$ cat src/rtl/dot11_tx_run_seq_pkg.sv
`default_nettype none
// ============================================================================
// Module   : dot11_tx_run_seq_pkg
// Brief    : Shared state encoding and default parameters for the dot11_tx
//            multi-run sequencer and its IQ tap.
// Revision : 1.0 - initial release
// ============================================================================
package dot11_tx_run_seq_pkg;

   // Sequencer states; explicit encoding keeps netlists readable.
   typedef enum logic [2:0] {
      S_IDLE   = 3'd0,
      S_RST    = 3'd1,
      S_START  = 3'd2,
      S_WAIT   = 3'd3,
      S_NEXT   = 3'd4,
      S_FINISH = 3'd5
   } run_state_e;

   localparam int DEF_NUM_RUNS       = 3;
   localparam int DEF_RUN_W          = 4;
   localparam int DEF_GAP_CYCLES     = 4;
   localparam int DEF_START_CYCLES   = 5;
   localparam int DEF_TIMEOUT_CYCLES = 2140;
   localparam int DEF_IQ_W           = 16;
   localparam int DEF_CNT_W          = 16;

   // Largest of three cycle limits; sizes the shared phase timer.
   function automatic int max3(input int a, input int b, input int c);
      int m;
      m = (a > b) ? a : b;
      m = (m > c) ? m : c;
      return m;
   endfunction

endpackage
`default_nettype wire

$ cat src/rtl/dot11_tx_iq_tap.sv
`default_nettype none
// ============================================================================
// Module   : dot11_tx_iq_tap
// Brief    : One-stage IQ register that tags each forwarded sample with the
//            current run index and keeps a saturating per-run sample count.
// Revision : 1.0 - initial release
// ============================================================================
module dot11_tx_iq_tap #(
   parameter int IQ_W  = 16,
   parameter int RUN_W = 4,
   parameter int CNT_W = 16
) (
   input  logic                    clk,
   input  logic                    rstn,
   input  logic                    accept_en,
   input  logic                    cnt_clr,
   input  logic [RUN_W-1:0]        run_idx,
   input  logic                    iq_valid_in,
   input  logic signed [IQ_W-1:0]  i_in,
   input  logic signed [IQ_W-1:0]  q_in,
   output logic                    iq_valid_out,
   output logic signed [IQ_W-1:0]  i_out,
   output logic signed [IQ_W-1:0]  q_out,
   output logic [RUN_W-1:0]        iq_run,
   output logic [CNT_W-1:0]        cnt_next
);

   logic                   take;
   logic                   valid_d, valid_q;
   logic signed [IQ_W-1:0] i_d, i_q, q_d, q_q;
   logic [RUN_W-1:0]       tag_d, tag_q;
   logic [CNT_W-1:0]       cnt_d, cnt_q;

   assign take = iq_valid_in & accept_en;

   // Next-state for the sample register, tag and saturating counter.
   always_comb begin
      valid_d = take;
      i_d     = i_q;
      q_d     = q_q;
      tag_d   = tag_q;
      cnt_d   = cnt_q;
      if (take) begin
         i_d   = i_in;
         q_d   = q_in;
         tag_d = run_idx;
      end
      if (cnt_clr) begin
         cnt_d = '0;
      end else if (take && (cnt_q != '1)) begin
         cnt_d = cnt_q + CNT_W'(1);
      end
   end

   // Register stage; all state returns to zero under reset.
   always_ff @(posedge clk or negedge rstn) begin
      if (!rstn) begin
         valid_q <= 1'b0;
         i_q     <= '0;
         q_q     <= '0;
         tag_q   <= '0;
         cnt_q   <= '0;
      end else begin
         valid_q <= valid_d;
         i_q     <= i_d;
         q_q     <= q_d;
         tag_q   <= tag_d;
         cnt_q   <= cnt_d;
      end
   end

   assign iq_valid_out = valid_q;
   assign i_out        = i_q;
   assign q_out        = q_q;
   assign iq_run       = tag_q;
   // Next count so a sample taken on the run's final edge is included.
   assign cnt_next     = cnt_d;

endmodule
`default_nettype wire

$ cat src/rtl/dot11_tx_run_seq.sv
`default_nettype none
// ============================================================================
// Module   : dot11_tx_run_seq
// Brief    : Multi-run sequencer for dot11_tx: drives PHY reset/start, waits
//            for done or timeout, repeats NUM_RUNS times, tags IQ output.
// Revision : 1.0 - initial release
// ============================================================================
module dot11_tx_run_seq
   import dot11_tx_run_seq_pkg::*;
#(
   parameter int NUM_RUNS       = DEF_NUM_RUNS,
   parameter int RUN_W          = DEF_RUN_W,
   parameter int GAP_CYCLES     = DEF_GAP_CYCLES,
   parameter int START_CYCLES   = DEF_START_CYCLES,
   parameter int TIMEOUT_CYCLES = DEF_TIMEOUT_CYCLES,
   parameter int IQ_W           = DEF_IQ_W,
   parameter int CNT_W          = DEF_CNT_W
) (
   input  logic                    clk,
   input  logic                    rstn,
   input  logic                    go,
   input  logic                    abort,
   output logic                    phy_tx_arest,
   output logic                    phy_tx_start,
   input  logic                    phy_tx_done,
   input  logic                    phy_tx_started,
   input  logic                    iq_valid_in,
   input  logic signed [IQ_W-1:0]  i_in,
   input  logic signed [IQ_W-1:0]  q_in,
   output logic                    iq_valid_out,
   output logic signed [IQ_W-1:0]  i_out,
   output logic signed [IQ_W-1:0]  q_out,
   output logic [RUN_W-1:0]        iq_run,
   output logic [RUN_W-1:0]        run_idx,
   output logic                    run_done,
   output logic [CNT_W-1:0]        run_samples,
   output logic                    busy,
   output logic                    all_done,
   output logic                    timeout_err,
   output logic                    started_seen
);

   localparam int TMR_MAX = max3(GAP_CYCLES, START_CYCLES, TIMEOUT_CYCLES);
   localparam int TMR_W   = $clog2(TMR_MAX + 1);
   localparam logic [TMR_W-1:0] C_GAP_LAST   = TMR_W'(GAP_CYCLES - 1);
   localparam logic [TMR_W-1:0] C_START_LAST = TMR_W'(START_CYCLES - 1);
   localparam logic [TMR_W-1:0] C_TO_LAST    = TMR_W'(TIMEOUT_CYCLES - 1);
   localparam logic [RUN_W-1:0] C_LAST_RUN   = RUN_W'(NUM_RUNS - 1);

   run_state_e       state_d, state_q;
   logic [TMR_W-1:0] timer_d, timer_q;
   logic [RUN_W-1:0] run_idx_d, run_idx_q;
   logic [CNT_W-1:0] run_samples_d, run_samples_q;
   logic             run_done_d, run_done_q;
   logic             timeout_err_d, timeout_err_q;
   logic             started_seen_d, started_seen_q;
   logic             arest_d, arest_q;
   logic             start_d, start_q;
   logic             busy_d, busy_q;
   logic             all_done_d, all_done_q;
   logic             accept_en;
   logic             cnt_clr;
   logic [CNT_W-1:0] cnt_next;

   // Samples are only meaningful while the PHY is out of reset.
   assign accept_en = (state_q == S_START) || (state_q == S_WAIT);

   // Sample counter clears whenever the FSM is about to enter RST.
   assign cnt_clr = !abort &&
                    ((((state_q == S_IDLE) || (state_q == S_FINISH)) && go) ||
                     ((state_q == S_NEXT) && (run_idx_q != C_LAST_RUN)));

   // FSM next-state, phase timer, run bookkeeping and registered outputs.
   always_comb begin
      state_d        = state_q;
      timer_d        = timer_q + TMR_W'(1);
      run_idx_d      = run_idx_q;
      run_samples_d  = run_samples_q;
      timeout_err_d  = timeout_err_q;
      started_seen_d = started_seen_q;
      run_done_d     = 1'b0;

      if (abort) begin
         state_d = S_IDLE;
      end else begin
         case (state_q)
            S_IDLE, S_FINISH: begin
               if (go) begin
                  state_d        = S_RST;
                  run_idx_d      = '0;
                  timeout_err_d  = 1'b0;
                  started_seen_d = 1'b0;
               end
            end
            S_RST: begin
               if (timer_q == C_GAP_LAST) state_d = S_START;
            end
            S_START: begin
               if (phy_tx_done)                  state_d = S_NEXT;
               else if (timer_q == C_START_LAST) state_d = S_WAIT;
            end
            S_WAIT: begin
               // Done takes precedence over a simultaneous timeout.
               if (phy_tx_done) begin
                  state_d = S_NEXT;
               end else if (timer_q == C_TO_LAST) begin
                  state_d       = S_NEXT;
                  timeout_err_d = 1'b1;
               end
            end
            S_NEXT: begin
               if (run_idx_q == C_LAST_RUN) begin
                  state_d = S_FINISH;
               end else begin
                  state_d        = S_RST;
                  run_idx_d      = run_idx_q + RUN_W'(1);
                  started_seen_d = 1'b0;
               end
            end
            default: state_d = S_IDLE;
         endcase
         if (accept_en && phy_tx_started) started_seen_d = 1'b1;
      end

      if (state_d == S_NEXT) begin
         run_done_d    = 1'b1;
         run_samples_d = cnt_next;
      end
      if (state_d != state_q) timer_d = '0;

      arest_d    = (state_d == S_IDLE) || (state_d == S_RST) ||
                   (state_d == S_NEXT) || (state_d == S_FINISH);
      start_d    = (state_d == S_START);
      busy_d     = (state_d != S_IDLE) && (state_d != S_FINISH);
      all_done_d = (state_d == S_FINISH);
   end

   // State and output registers; PHY reset asserted out of reset.
   always_ff @(posedge clk or negedge rstn) begin
      if (!rstn) begin
         state_q        <= S_IDLE;
         timer_q        <= '0;
         run_idx_q      <= '0;
         run_samples_q  <= '0;
         run_done_q     <= 1'b0;
         timeout_err_q  <= 1'b0;
         started_seen_q <= 1'b0;
         arest_q        <= 1'b1;
         start_q        <= 1'b0;
         busy_q         <= 1'b0;
         all_done_q     <= 1'b0;
      end else begin
         state_q        <= state_d;
         timer_q        <= timer_d;
         run_idx_q      <= run_idx_d;
         run_samples_q  <= run_samples_d;
         run_done_q     <= run_done_d;
         timeout_err_q  <= timeout_err_d;
         started_seen_q <= started_seen_d;
         arest_q        <= arest_d;
         start_q        <= start_d;
         busy_q         <= busy_d;
         all_done_q     <= all_done_d;
      end
   end

   dot11_tx_iq_tap #(
      .IQ_W  (IQ_W),
      .RUN_W (RUN_W),
      .CNT_W (CNT_W)
   ) u_iq_tap (
      .clk          (clk),
      .rstn         (rstn),
      .accept_en    (accept_en),
      .cnt_clr      (cnt_clr),
      .run_idx      (run_idx_q),
      .iq_valid_in  (iq_valid_in),
      .i_in         (i_in),
      .q_in         (q_in),
      .iq_valid_out (iq_valid_out),
      .i_out        (i_out),
      .q_out        (q_out),
      .iq_run       (iq_run),
      .cnt_next     (cnt_next)
   );

   assign phy_tx_arest = arest_q;
   assign phy_tx_start = start_q;
   assign run_idx      = run_idx_q;
   assign run_done     = run_done_q;
   assign run_samples  = run_samples_q;
   assign busy         = busy_q;
   assign all_done     = all_done_q;
   assign timeout_err  = timeout_err_q;
   assign started_seen = started_seen_q;

endmodule
`default_nettype wire

$ cat config.mk
export PLATFORM = sky130hd
export DESIGN_NAME = dot11_tx_run_seq
export DESIGN_NICKNAME = d
export VERILOG_FILES = /design/src/rtl/dot11_tx_run_seq_pkg.sv /design/src/rtl/dot11_tx_iq_tap.sv /design/src/rtl/dot11_tx_run_seq.sv
export SDC_FILE = /design/constraint.sdc
export NUM_CORES = 1
export LEC_CHECK = 0
export ABC_AREA = 1
export ABC_CLOCK_PERIOD_IN_PS = 2100
export CAP_MARGIN = 20
export CORE_MARGIN = 2
export CORE_UTILIZATION = 52
export CTS_BUF_LIST = sky130_fd_sc_hd__clkbuf_4 sky130_fd_sc_hd__clkbuf_8
export CTS_CLUSTER_DIAMETER = 60
export DETAILED_ROUTE_END_ITERATION = 16
export HOLD_SLACK_MARGIN = 0.05
export PLACE_DENSITY = 0.86
export SYNTH_ARGS = -nofsm -noshare
export SYNTH_HDL_FRONTEND = slang
export SYNTH_SLANG_ARGS = --single-unit
export TNS_END_PERCENT = 1
$ cat constraint.sdc
create_clock -name clk -period 2.1 [get_ports clk]
set_clock_uncertainty 0.05 [all_clocks]
set_input_delay 0.42 -clock clk [delete_from_list [all_inputs] [get_ports clk]]
set_output_delay 0.42 -clock clk [all_outputs]
set_load 0.005 [all_outputs]
==> metrics.cfg <==
[flow_run]
cap_violations = 0

[route]
via_per_inst = 5.07
antenna_left = 0
vias = 3909
wl_per_cell_um = 13.8
drt-initial-drc-count = 128
routed_wl_mm = 10.6
dr.pass1.iters = 4
drc = 0

[yosys]
ys.flop_type = dfrtp_1
yosysSeqAreaShare_pct = 52.2
yosysMostFrequentCell = nand2_1
postSynthCellCount = 544
synth_nets = 588
yosys.area.top_type = dfrtp_1
ys_ff_latch = 95
ys_top_cells_by_count = nand2_1, dfrtp_1, inv_1, nor2_1, nand3_1
synthDominantCellAreaShare_pct = 51.6
ys_async_sr_fraction_pct = 100
yosys-top-cells-area = dfrtp_1, nand2_1, inv_1, nand3_1, xor2_1
netlist_area_um2 = 4560
ys_types = 39
ys_warn_count = 0
avgSynthCellArea_um2 = 8.38
synth_edf_count = 0

[min_path]
whs_path_depth = 1
worstHoldEndpoint = timer_q[0]
holdCritStartpoint = timer_q[0]
hold_class = reg -> reg

[setup_path]
critPathCaptureType = flip-flop
crit_arrival_ps = 2170
r2r_slack_ps = 140
cp_max_fo = 16
required_ps = 2310
criticalPathCategory = reg -> reg
reg2regPathDepth = 10
cp-start-kind = flip-flop
reg2reg_from = u_iq_tap.cnt_q[0]
reg2reg_to = run_samples[7]

[global_route]
grt_overflow_total = 0
grt_pass1_wl_mm = 17.8
grtUsageTotal_pct = 23.0
grt_max_degree = 41
antenna_found_initial = 0
grt_pass1_vias = 3763

[layout]
instances_no_fill = 771
final_cell_area_um2 = 5960
n_fill_cell = 685
nNetsFinal = 702
diodes = 0
utilization_pct = 69.3
area_delta_synth_final_pct = 30.6
drive_gt1_share_pct = 13.0
regArea_um2 = 2380
multi_input_area_um2 = 1840

[placed_design]
hpwl_mm = 7.81
pre_cts_ws_ps = 41.6
gp_congestion = 0.865
portBuffers = 102
dpl_cell_area_um2 = 5740
place_inst = 754

[sta]
hold_viol = 0
slew_headroom_pct = 67.3
slew_viol_final = 0
setup_viol = 0
fin_crit_sh_pct = 93.3
fmax_ghz = 0.510
fin_crit_ps = 1960
timing_worst_slew_pin_value_ps = 491
setup_ws_ps = 140

[pwr]
vdd.ir_drop.worst_mv = 0.612
seqPwrFrac_pct = 48.6
leakagePower_nw = 2.90
swShare_pct = 30.1
combPwrFrac_pct = 27.8
power_switching_mw = 1.44
p_int_mw = 3.34
clkPwrFrac_pct = 23.5
cellPowerDensity_nw_per_um2 = 803
power_mw = 4.79

[floorplanning]
die-area_um2 = 9540
die_h_um = 97.7
dieWidth_um = 97.7
io_pins = 103
core_region_area_um2 = 8590
rows = 34
initial_core_util_pct = 53.1

[clock_network]
cts_buffers = 9
cts_sinks = 95
worstSkewPairLatency_ps = 360
cts_tree = built
cts.clk_slew.worst_paths_ps = 100
root_buffer = clkbuf_8
cts_buffer_depth = 2
cts_htree_levels = 3

[outcome]
outcome = completed

==> sequential cells by signal (all words and copies together) (netlist names), 3 cells and up <==
| name | cells |
|---|---|
| run_idx | 4 |
| run_samples | 16 |
| state_q | 3 |
| timer_q | 12 |
| u_iq_tap.cnt_q | 16 |
| u_iq_tap.i_out | 16 |
| u_iq_tap.iq_run | 4 |
| u_iq_tap.q_out | 16 |
==> metal layers <==
metal  global-route usage, %  part of all wire, %  vias up
li1                        -                    -     1924
met1                    28.6                   42     1834
met2                    39.1                   51      123
met5                       0                    0        -
met3                    6.76                  5.4       28
met4                    6.73                  2.3        0
==> through the flow <==
stage,hold WS (ps),setup TNS [ps]
CTS,430,0
detailed placement,367,0
global placement,361,0
floorplan,74.4,0
finish,424,0
global route,465,-12.0
==> final cells by class <==
cell class | count | share of cell area [%]
Clock inverter | 7 | 0.924
Tap cell | 108 | 2.27
Clock buffer | 9 | 2.08
Inverter | 70 | 4.49
Timing Repair Buffer | 117 | 19.4
Multi-Input combinational cell | 365 | 30.8
Sequential cell | 95 | 39.9
==> layout by cell type, fill, tap and decap left out, types with 9 or more instances in the layout <==
cell and n:
inv_2 9, nor2_2 12, clkdlybuf4s50_1 101, o21ai_0 9, nand3_1 30, dfrtp_1 93
nand2_1 188, xor2_1 15, o21ai_1 14, nor3_1 10, inv_1 57, clkbuf_8 9
nor2_1 33, buf_4 13
==> worst max path at each step <==
stage	cells past startpoint	endpoint	slack (ps)	start
floorplan	11	run_samples[15]	360	u_iq_tap.cnt_q[0]
global placement	9	run_samples[1]	100	go
detailed placement	9	run_samples[1]	40	go
CTS	10	run_samples[7]	130	u_iq_tap.cnt_q[0]
global route	9	run_samples[6]	-10	u_iq_tap.cnt_q[0]
finish	10	run_samples[7]	140	u_iq_tap.cnt_q[0]
==> power by group through the flow <==
stage / Sequential, mW / Clock [mW] / Combinational (mW)
2_1_floorplan: 2.36 / 0 / 0.479
3_3_place_gp: 2.34 / 0 / 1.29
3_5_place_dp: 2.35 / 0 / 1.34
4_1_cts: 2.33 / 1.15 / 1.35
5_1_grt: 2.37 / 1.24 / 1.47
6_report: 2.33 / 1.13 / 1.33
==> kinds of logic after synthesis <==
family          share of synthesized area [%]
simple gates                             28.9
flops                                    52.2
buf+inv                                  8.09
compound gates                           6.64
xor+xnor                                 2.88
fa+ha+maj                                1.37
==> critical path, cell delays in order (launching register included) <==
cell     delay, ps
dfrtp_2        420
ha_1           220
nand3_2        160
nor3_4         240
nand3_2        160
nand2_8        160
inv_4           90
o21ai_0         90
o21ai_1         90
nand2_1        100
o21ai_2         50
==> timing repair <==
| action | in CTS | in global routing |
|---|---|---|
| hold buffers | 1 | 0 |
| endpoints found under the setup margin | 0 | 20 |
| setup buffers | 0 | 0 |
| endpoints found under the hold margin | 33 | 0 |
| gates resized for setup | 0 | 5 |
(Power assumes the default switching activity.)
